## src/rtl/muldiv_pkg.sv

```systemverilog
// Shared constants and op-code helpers for the iterative multiply/divide unit.
package muldiv_pkg;

  localparam int XLEN       = 32;
  localparam int N_ITER_DEF = 32;

  // M-extension op codes on the shared 5-bit ALU control bus.
  localparam logic [4:0] OPMUL    = 5'h10;
  localparam logic [4:0] OPMULH   = 5'h11;
  localparam logic [4:0] OPMULHSU = 5'h12;
  localparam logic [4:0] OPMULHU  = 5'h13;
  localparam logic [4:0] OPDIV    = 5'h14;
  localparam logic [4:0] OPDIVU   = 5'h15;
  localparam logic [4:0] OPREM    = 5'h16;
  localparam logic [4:0] OPREMU   = 5'h17;

  function automatic logic is_mdu_op(input logic [4:0] op);
    return op inside {OPMUL, OPMULH, OPMULHSU, OPMULHU, OPDIV, OPDIVU, OPREM, OPREMU};
  endfunction

  function automatic logic is_div_op(input logic [4:0] op);
    return op inside {OPDIV, OPDIVU, OPREM, OPREMU};
  endfunction

  // rs1 is treated as two's complement for these ops.
  function automatic logic a_is_signed(input logic [4:0] op);
    return op inside {OPMULH, OPMULHSU, OPDIV, OPREM};
  endfunction

  // rs2 is treated as two's complement for these ops.
  function automatic logic b_is_signed(input logic [4:0] op);
    return op inside {OPMULH, OPDIV, OPREM};
  endfunction

endpackage

```

## src/rtl/muldiv_signfix.sv

```systemverilog
// Final sign correction, word select and special-case override for muldiv_unit.
module muldiv_signfix
  import muldiv_pkg::*;
(
  input  logic [63:0] prod,
  input  logic [31:0] quo,
  input  logic [31:0] rem,
  input  logic        sign_a,
  input  logic        sign_b,
  input  logic [4:0]  op,
  input  logic        div_zero,
  input  logic        ovf,
  output logic [31:0] result
);

  logic [63:0] prod_s;
  logic [31:0] quo_s;
  logic [31:0] rem_s;

  // Apply signs to the magnitude results, then pick the word the op asks for.
  // A zero divisor leaves |dividend| in the remainder, so REM/REMU return the
  // dividend through the normal path; only the quotient needs forcing.
  always_comb begin
    prod_s = (sign_a ^ sign_b) ? (~prod + 64'd1) : prod;
    quo_s  = (sign_a ^ sign_b) ? (~quo + 32'd1) : quo;
    rem_s  = sign_a ? (~rem + 32'd1) : rem;
    result = '0;
    case (op)
      OPMUL:                     result = prod_s[31:0];
      OPMULH, OPMULHSU, OPMULHU: result = prod_s[63:32];
      OPDIV, OPDIVU: begin
        if (div_zero)  result = 32'hFFFF_FFFF;
        else if (ovf)  result = 32'h8000_0000;
        else           result = quo_s;
      end
      OPREM, OPREMU: begin
        if (ovf)       result = '0;
        else           result = rem_s;
      end
      default:         result = '0;
    endcase
  end

endmodule

```

## src/rtl/muldiv_unit.sv

```systemverilog
// Iterative RV32M multiply/divide unit with fixed 34-cycle latency.
//
// state | meaning
// IDLE  | waiting for iStart with a valid M-op code
// CALC  | N_ITER shift-add / shift-subtract iterations
// FIX   | sign correction and special-case selection
// DONE  | publish oResult and pulse oDone
module muldiv_unit
  import muldiv_pkg::*;
#(
  parameter int N_ITER = N_ITER_DEF
) (
  input  logic        iCLK,
  input  logic        iRST_N,
  input  logic        iStart,
  input  logic [31:0] iA,
  input  logic [31:0] iB,
  input  logic [4:0]  iControl,
  output logic [31:0] oResult,
  output logic        oBusy,
  output logic        oDone,
  output logic        oZero
);

  typedef enum logic [1:0] {
    S_IDLE = 2'd0,
    S_CALC = 2'd1,
    S_FIX  = 2'd2,
    S_DONE = 2'd3
  } state_t;

  state_t      state_q, state_d;
  logic [5:0]  cnt_q, cnt_d;
  logic [4:0]  op_q, op_d;
  logic [31:0] a_mag_q, a_mag_d;
  logic [31:0] b_mag_q, b_mag_d;
  logic        sign_a_q, sign_a_d;
  logic        sign_b_q, sign_b_d;
  logic        div_zero_q, div_zero_d;
  logic        ovf_q, ovf_d;
  logic [63:0] prod_q, prod_d;
  logic [31:0] quo_q, quo_d;
  logic [31:0] rem_q, rem_d;
  logic [31:0] fix_q, fix_d;
  logic [31:0] result_q, result_d;
  logic        busy_q, busy_d;
  logic        done_q, done_d;

  logic        st_sa, st_sb;
  logic [31:0] st_amag, st_bmag;
  logic [32:0] mul_sum;
  logic [32:0] div_shift, div_diff;
  logic [31:0] sf_result;

  muldiv_signfix u_signfix (
    .prod     (prod_q),
    .quo      (quo_q),
    .rem      (rem_q),
    .sign_a   (sign_a_q),
    .sign_b   (sign_b_q),
    .op       (op_q),
    .div_zero (div_zero_q),
    .ovf      (ovf_q),
    .result   (sf_result)
  );

  // Sequencing, operand capture and one datapath iteration per CALC cycle.
  always_comb begin
    state_d    = state_q;
    cnt_d      = cnt_q;
    op_d       = op_q;
    a_mag_d    = a_mag_q;
    b_mag_d    = b_mag_q;
    sign_a_d   = sign_a_q;
    sign_b_d   = sign_b_q;
    div_zero_d = div_zero_q;
    ovf_d      = ovf_q;
    prod_d     = prod_q;
    quo_d      = quo_q;
    rem_d      = rem_q;
    fix_d      = fix_q;
    result_d   = result_q;
    done_d     = 1'b0;
    // Busy is registered so it rises the cycle after the first CALC cycle
    // begins and drops together with the oDone pulse.
    busy_d     = (state_q == S_CALC) || (state_q == S_FIX);

    st_sa   = a_is_signed(iControl) & iA[31];
    st_sb   = b_is_signed(iControl) & iB[31];
    st_amag = st_sa ? (~iA + 32'd1) : iA;
    st_bmag = st_sb ? (~iB + 32'd1) : iB;

    // Radix-2 shift-add: the multiplier sits in the low half and is consumed
    // LSB first while partial sums accumulate in the high half.
    mul_sum = {1'b0, prod_q[63:32]} + (prod_q[0] ? {1'b0, a_mag_q} : 33'd0);

    // Restoring division: quotient register doubles as the dividend shifter.
    div_shift = {rem_q, quo_q[31]};
    div_diff  = div_shift - {1'b0, b_mag_q};

    case (state_q)
      S_IDLE: begin
        if (iStart && is_mdu_op(iControl)) begin
          op_d       = iControl;
          sign_a_d   = st_sa;
          sign_b_d   = st_sb;
          a_mag_d    = st_amag;
          b_mag_d    = st_bmag;
          prod_d     = {32'd0, st_bmag};
          quo_d      = st_amag;
          rem_d      = '0;
          cnt_d      = '0;
          div_zero_d = (iB == 32'd0);
          ovf_d      = (iControl inside {OPDIV, OPREM}) &&
                       (iA == 32'h8000_0000) && (iB == 32'hFFFF_FFFF);
          state_d    = S_CALC;
        end
      end
      S_CALC: begin
        if (is_div_op(op_q)) begin
          if (!div_diff[32]) begin
            rem_d = div_diff[31:0];
            quo_d = {quo_q[30:0], 1'b1};
          end else begin
            rem_d = div_shift[31:0];
            quo_d = {quo_q[30:0], 1'b0};
          end
        end else begin
          prod_d = {mul_sum, prod_q[31:1]};
        end
        cnt_d = cnt_q + 6'd1;
        if (cnt_q == 6'(N_ITER - 1)) begin
          cnt_d   = '0;
          state_d = S_FIX;
        end
      end
      S_FIX: begin
        fix_d   = sf_result;
        state_d = S_DONE;
      end
      S_DONE: begin
        result_d = fix_q;
        done_d   = 1'b1;
        state_d  = S_IDLE;
      end
      default: state_d = S_IDLE;
    endcase
  end

  // State and datapath registers; reset abandons any operation in flight.
  always_ff @(posedge iCLK or negedge iRST_N) begin
    if (!iRST_N) begin
      state_q    <= S_IDLE;
      cnt_q      <= '0;
      op_q       <= '0;
      a_mag_q    <= '0;
      b_mag_q    <= '0;
      sign_a_q   <= 1'b0;
      sign_b_q   <= 1'b0;
      div_zero_q <= 1'b0;
      ovf_q      <= 1'b0;
      prod_q     <= '0;
      quo_q      <= '0;
      rem_q      <= '0;
      fix_q      <= '0;
      result_q   <= '0;
      busy_q     <= 1'b0;
      done_q     <= 1'b0;
    end else begin
      state_q    <= state_d;
      cnt_q      <= cnt_d;
      op_q       <= op_d;
      a_mag_q    <= a_mag_d;
      b_mag_q    <= b_mag_d;
      sign_a_q   <= sign_a_d;
      sign_b_q   <= sign_b_d;
      div_zero_q <= div_zero_d;
      ovf_q      <= ovf_d;
      prod_q     <= prod_d;
      quo_q      <= quo_d;
      rem_q      <= rem_d;
      fix_q      <= fix_d;
      result_q   <= result_d;
      busy_q     <= busy_d;
      done_q     <= done_d;
    end
  end

  assign oResult = result_q;
  assign oBusy   = busy_q;
  assign oDone   = done_q;
  assign oZero   = (result_q == 32'd0);

endmodule
```

## config.mk

```make
export PLATFORM = sky130hd
export DESIGN_NAME = muldiv_unit
export DESIGN_NICKNAME = d
export VERILOG_FILES = /design/src/rtl/muldiv_pkg.sv /design/src/rtl/muldiv_signfix.sv /design/src/rtl/muldiv_unit.sv
export SDC_FILE = /design/constraint.sdc
export NUM_CORES = 1
export LEC_CHECK = 0
export CORE_MARGIN = 2
export CORE_UTILIZATION = 56
export DETAILED_ROUTE_END_ITERATION = 6
export PLACE_DENSITY = 0.78
export SYNTH_ARGS = -nofsm -noshare
export SYNTH_HDL_FRONTEND = slang
export SYNTH_SLANG_ARGS = --single-unit
```

## constraint.sdc

```tcl
create_clock -name iCLK -period 2.9 [get_ports iCLK]
set_input_delay 0.58 -clock iCLK [delete_from_list [all_inputs] [get_ports iCLK]]
set_output_delay 0.58 -clock iCLK [all_outputs]
set_load 0.01 [all_outputs]
```

==> flow_summary.ini <==
[routing]
vias = 20563
totalWireLength_mm = 74.4
dr.pass1.iters = 6
wl_per_cell_um = 22.9
final_antenna_net_count = 0
drt_iter0_drc = 2131
vias_per_cell = 6.34
drc = 0

[worst_setup_path]
reg2reg_from = b_mag_q[0]$_DFFE_PN0P_
critPathBufInv = 1
path_cells = ha_4, fa_2, nand2b_4, a21oi_4, o31ai_4, o41a_4, o21ai_4, a31oi_4, and2_4, buf_6, a32oi_1, nand3_2
required_ps = 3370
worstPathMaxFanout = 7
rr_worst_depth = 12
r2r_end = rem_q[31]$_DFFE_PN0P_
endpoint_kind = flip-flop
cp.arrival_ps = 3500
cpPeakStageDelay_ps = 420
critPathSlowestCell = dfrtp_1
r2r_slack_ps = -130
crit_family = compound AO/OA/AOI/OAI gates
path_class = flip-flop to flip-flop
cp-start-kind = flip-flop

[final_layout]
layout_commonest_cell = buf_4
instances_no_fill = 3245
final_cell_mix = buf_4 (389), nand2_1 (313), dfrtp_1 (270), o21ai_0 (223), nor2_1 (150)
multiInputGateArea_um2 = 13200
drive_gt1_frac = 0.260
regArea_um2 = 6890
final_nets = 2915
final_cell_area_um2 = 26400
syn2layout_area_growth_pct = 35.1
nFillCells = 2405

[power_and_ir_drop]
switching_share = 0.453
p_int_w = 0.0127
power.switching_w = 0.0105
pwr-share-seq = 0.263
power_frac_comb = 0.551
vdd_ir_drop_max_mv = 1.12
p_leak_nw = 11.7
clkPwrFrac = 0.186
p_total_w = 0.0232
power.density_nw_per_um2 = 877

[clocking]
cts_buffer_depth = 3
cts_tree = yes
cts_max_level = 1
cts_made_buffers = 31
clk_pin_slew_worst_paths_ps = 70
cts_sinks = 275
cts_root_buf = clkbuf_16
clock_latency_ps = 600

[yosys]
synth_cells = 2328
yosys.area_share.simple = 0.188
syn_nets = 2478
synth.ff_latch_count = 275
synth_top_family_by_area = compound AO/OA/AOI/OAI gates
synthArstFlopShare = 1.00
yosysSeqAreaShare = 0.352
synth.mux.area_fraction = 0.0363
synth_ff_type = dfrtp_1
ys_types = 79
synth_compound_area_frac = 0.232
synthAdderAreaFrac = 0.0506
synthesis.area_um2 = 19600
synth_edf_count = 0
ys_warn_count = 0
avgSynthCellArea_um2 = 8.40
synth_xor_area_frac = 0.101

[sta]
tightest_slew_ps = 810
period_share = 1.04
setup_violations = 24
finClkSkew_ps = 18.1
final.setup.worst_slack_ps = -126
maxSlewHeadroom = 0.459
timing.fmax_mhz = 330
whs_ps = 477
drv_slew = 0
fin_crit_ps = 3030
rsz0062_at_grt = yes
hold_violations = 0

[place]
portBuffers = 106
place_congestion = 0.988
placed_cell_area_um2 = 23900
place_ws_ps = -458
placedCellCount = 3157
hpwl_mm = 55.8

[status]
violations = negative setup slack
run_status = complete, but fails checks

[worst_hold_path]
worstHoldPathCells = 2
min_to = a_mag_q[6]$_DFFE_PN0P_
min_from = a_mag_q[6]$_DFFE_PN0P_
hold_path.class = flip-flop to flip-flop

[floorplanning]
fp.coreArea_um2 = 34500
rows = 68
ios = 107
die_h_um = 191
dieArea_um2 = 36400
initial_core_util = 0.568
die_x_um = 191

[global_route]
track_usage = 0.399
antenna_found_initial = 2
grt_start_max_net_pins = 76
grt_pass1_vias = 19297
grt_pass1_wl_mm = 112
overflow = 0

[run]
cap_violations = 0
cell families (layout without fill, tap and decap cells):
| kind of cell | count (synthesis) | after routing |
|---|---|---|
| compound gates | 721 | 721 |
| xor+xnor | 226 | 226 |
| fa+ha+maj | 78 | 78 |
| buf+inv | 195 | 656 |
| flops | 275 | 275 |
| mux | 66 | 66 |
| other cells | 0 | 1 |
| simple gates | 767 | 767 |
power groups by stage:
stage          Sequential [W]  Clock (W)  Combinational [W]
4_1_cts               0.00600    0.00431             0.0118
2_1_floorplan         0.00583          0            0.00638
5_1_grt               0.00617    0.00445             0.0137
3_5_place_dp          0.00600          0             0.0113
3_3_place_gp          0.00596          0             0.0110
6_report              0.00610    0.00431             0.0128
state kept, by name, summed over array words and instances, names as in the netlist:
register    flops
state_q         2
div_zero_q      1
sign_a_q        1
op_q            5
rem_q          32
b_mag_q        32
ovf_q           1
prod_q         64
oResult        32
quo_q          32
oBusy           1
sign_b_q        1
cnt_q           6
fix_q          32
a_mag_q        32
oDone           1
synth_stat cells, types with 21 or more instances:
master      n  area, um^2
clkbuf_1   95         357
nor3_1     47         235
mux2_2     39         439
o31ai_1    36         270
o41ai_1    23         201
ha_1       76         951
nand2_1   321        1200
and2_1     39         244
nand3_1    37         185
a21o_1     26         195
nand4_1    21         131
o221ai_1   42         368
xor2_1    121        1060
nor2_1    155         582
o21ai_0   280        1400
nand2b_1   31         194
nor4_1     29         181
mux2i_1    27         270
a21oi_1   159         796
dfrtp_1   275        6880
xnor2_1   105         920
inv_1      74         278
through the flow:
stage / TNS (ps) / util
final: -1250 / 0.767
after global routing: -4140 / 0.767
after CTS: -240 / 0.741
after detailed placement: -29110 / 0.692
after global placement: -18600 / 0.692
after floorplan: -67.3 / -
worst max path at each step:
stage / to / slack [ps] / startpoint / cells after the start
floorplan: rem_q[31]$_DFFE_PN0P_ / -50 / rem_q[12]$_DFFE_PN0P_ / 11
global placement: prod_q[20]$_DFFE_PN0P_ / -430 / iB[5] / 10
detailed placement: prod_q[24]$_DFFE_PN0P_ / -460 / iB[5] / 10
CTS: prod_q[51]$_DFFE_PN0P_ / -50 / prod_q[0]$_DFFE_PN0P_ / 14
global route: prod_q[60]$_DFFE_PN0P_ / -270 / prod_q[0]$_DFFE_PN0P_ / 13
finish: rem_q[31]$_DFFE_PN0P_ / -130 / b_mag_q[0]$_DFFE_PN0P_ / 12
worst reg2reg max path: cells and delay by family, from the launching register on:
family	cells	cell delay, ps
AOI/OAI and AO/OA	6	1360
adders and majority gates	2	540
and+or+nand+nor	3	460
buffers and inverters	1	140
DFF	1	420
routing by layer:
metal  track usage  vias to the layer above  share of wire
li1              -                     9270              -
met1         0.570                    10033           0.42
met2         0.618                     1091           0.45
met3        0.0821                      167           0.10
met4         0.102                        2          0.032
met5             0                        -        0.00012
final cells by class:
| cell class | instances | area share |
|---|---|---|
| clock inverter | 19 | 0.0106 |
| timing repair buffer | 523 | 0.167 |
| sequential | 275 | 0.261 |
| clock buffer | 38 | 0.0307 |
| tap | 455 | 0.0215 |
| inverter | 76 | 0.0108 |
| multi-input combinational | 1858 | 0.499 |
| antenna | 1 | 0.0000947 |
what timing repair did:
item                                    in CTS  in global routing
hold buffers                                 1                  0
pin swaps                                   45                 67
resized for setup                          115                169
buffers inserted                            14                 17
hold endpoints to repair                     2                  0
cloned                                       1                  1
endpoints found under the setup margin      61                 74
Note: power is estimated with default switching activity, not from simulation.
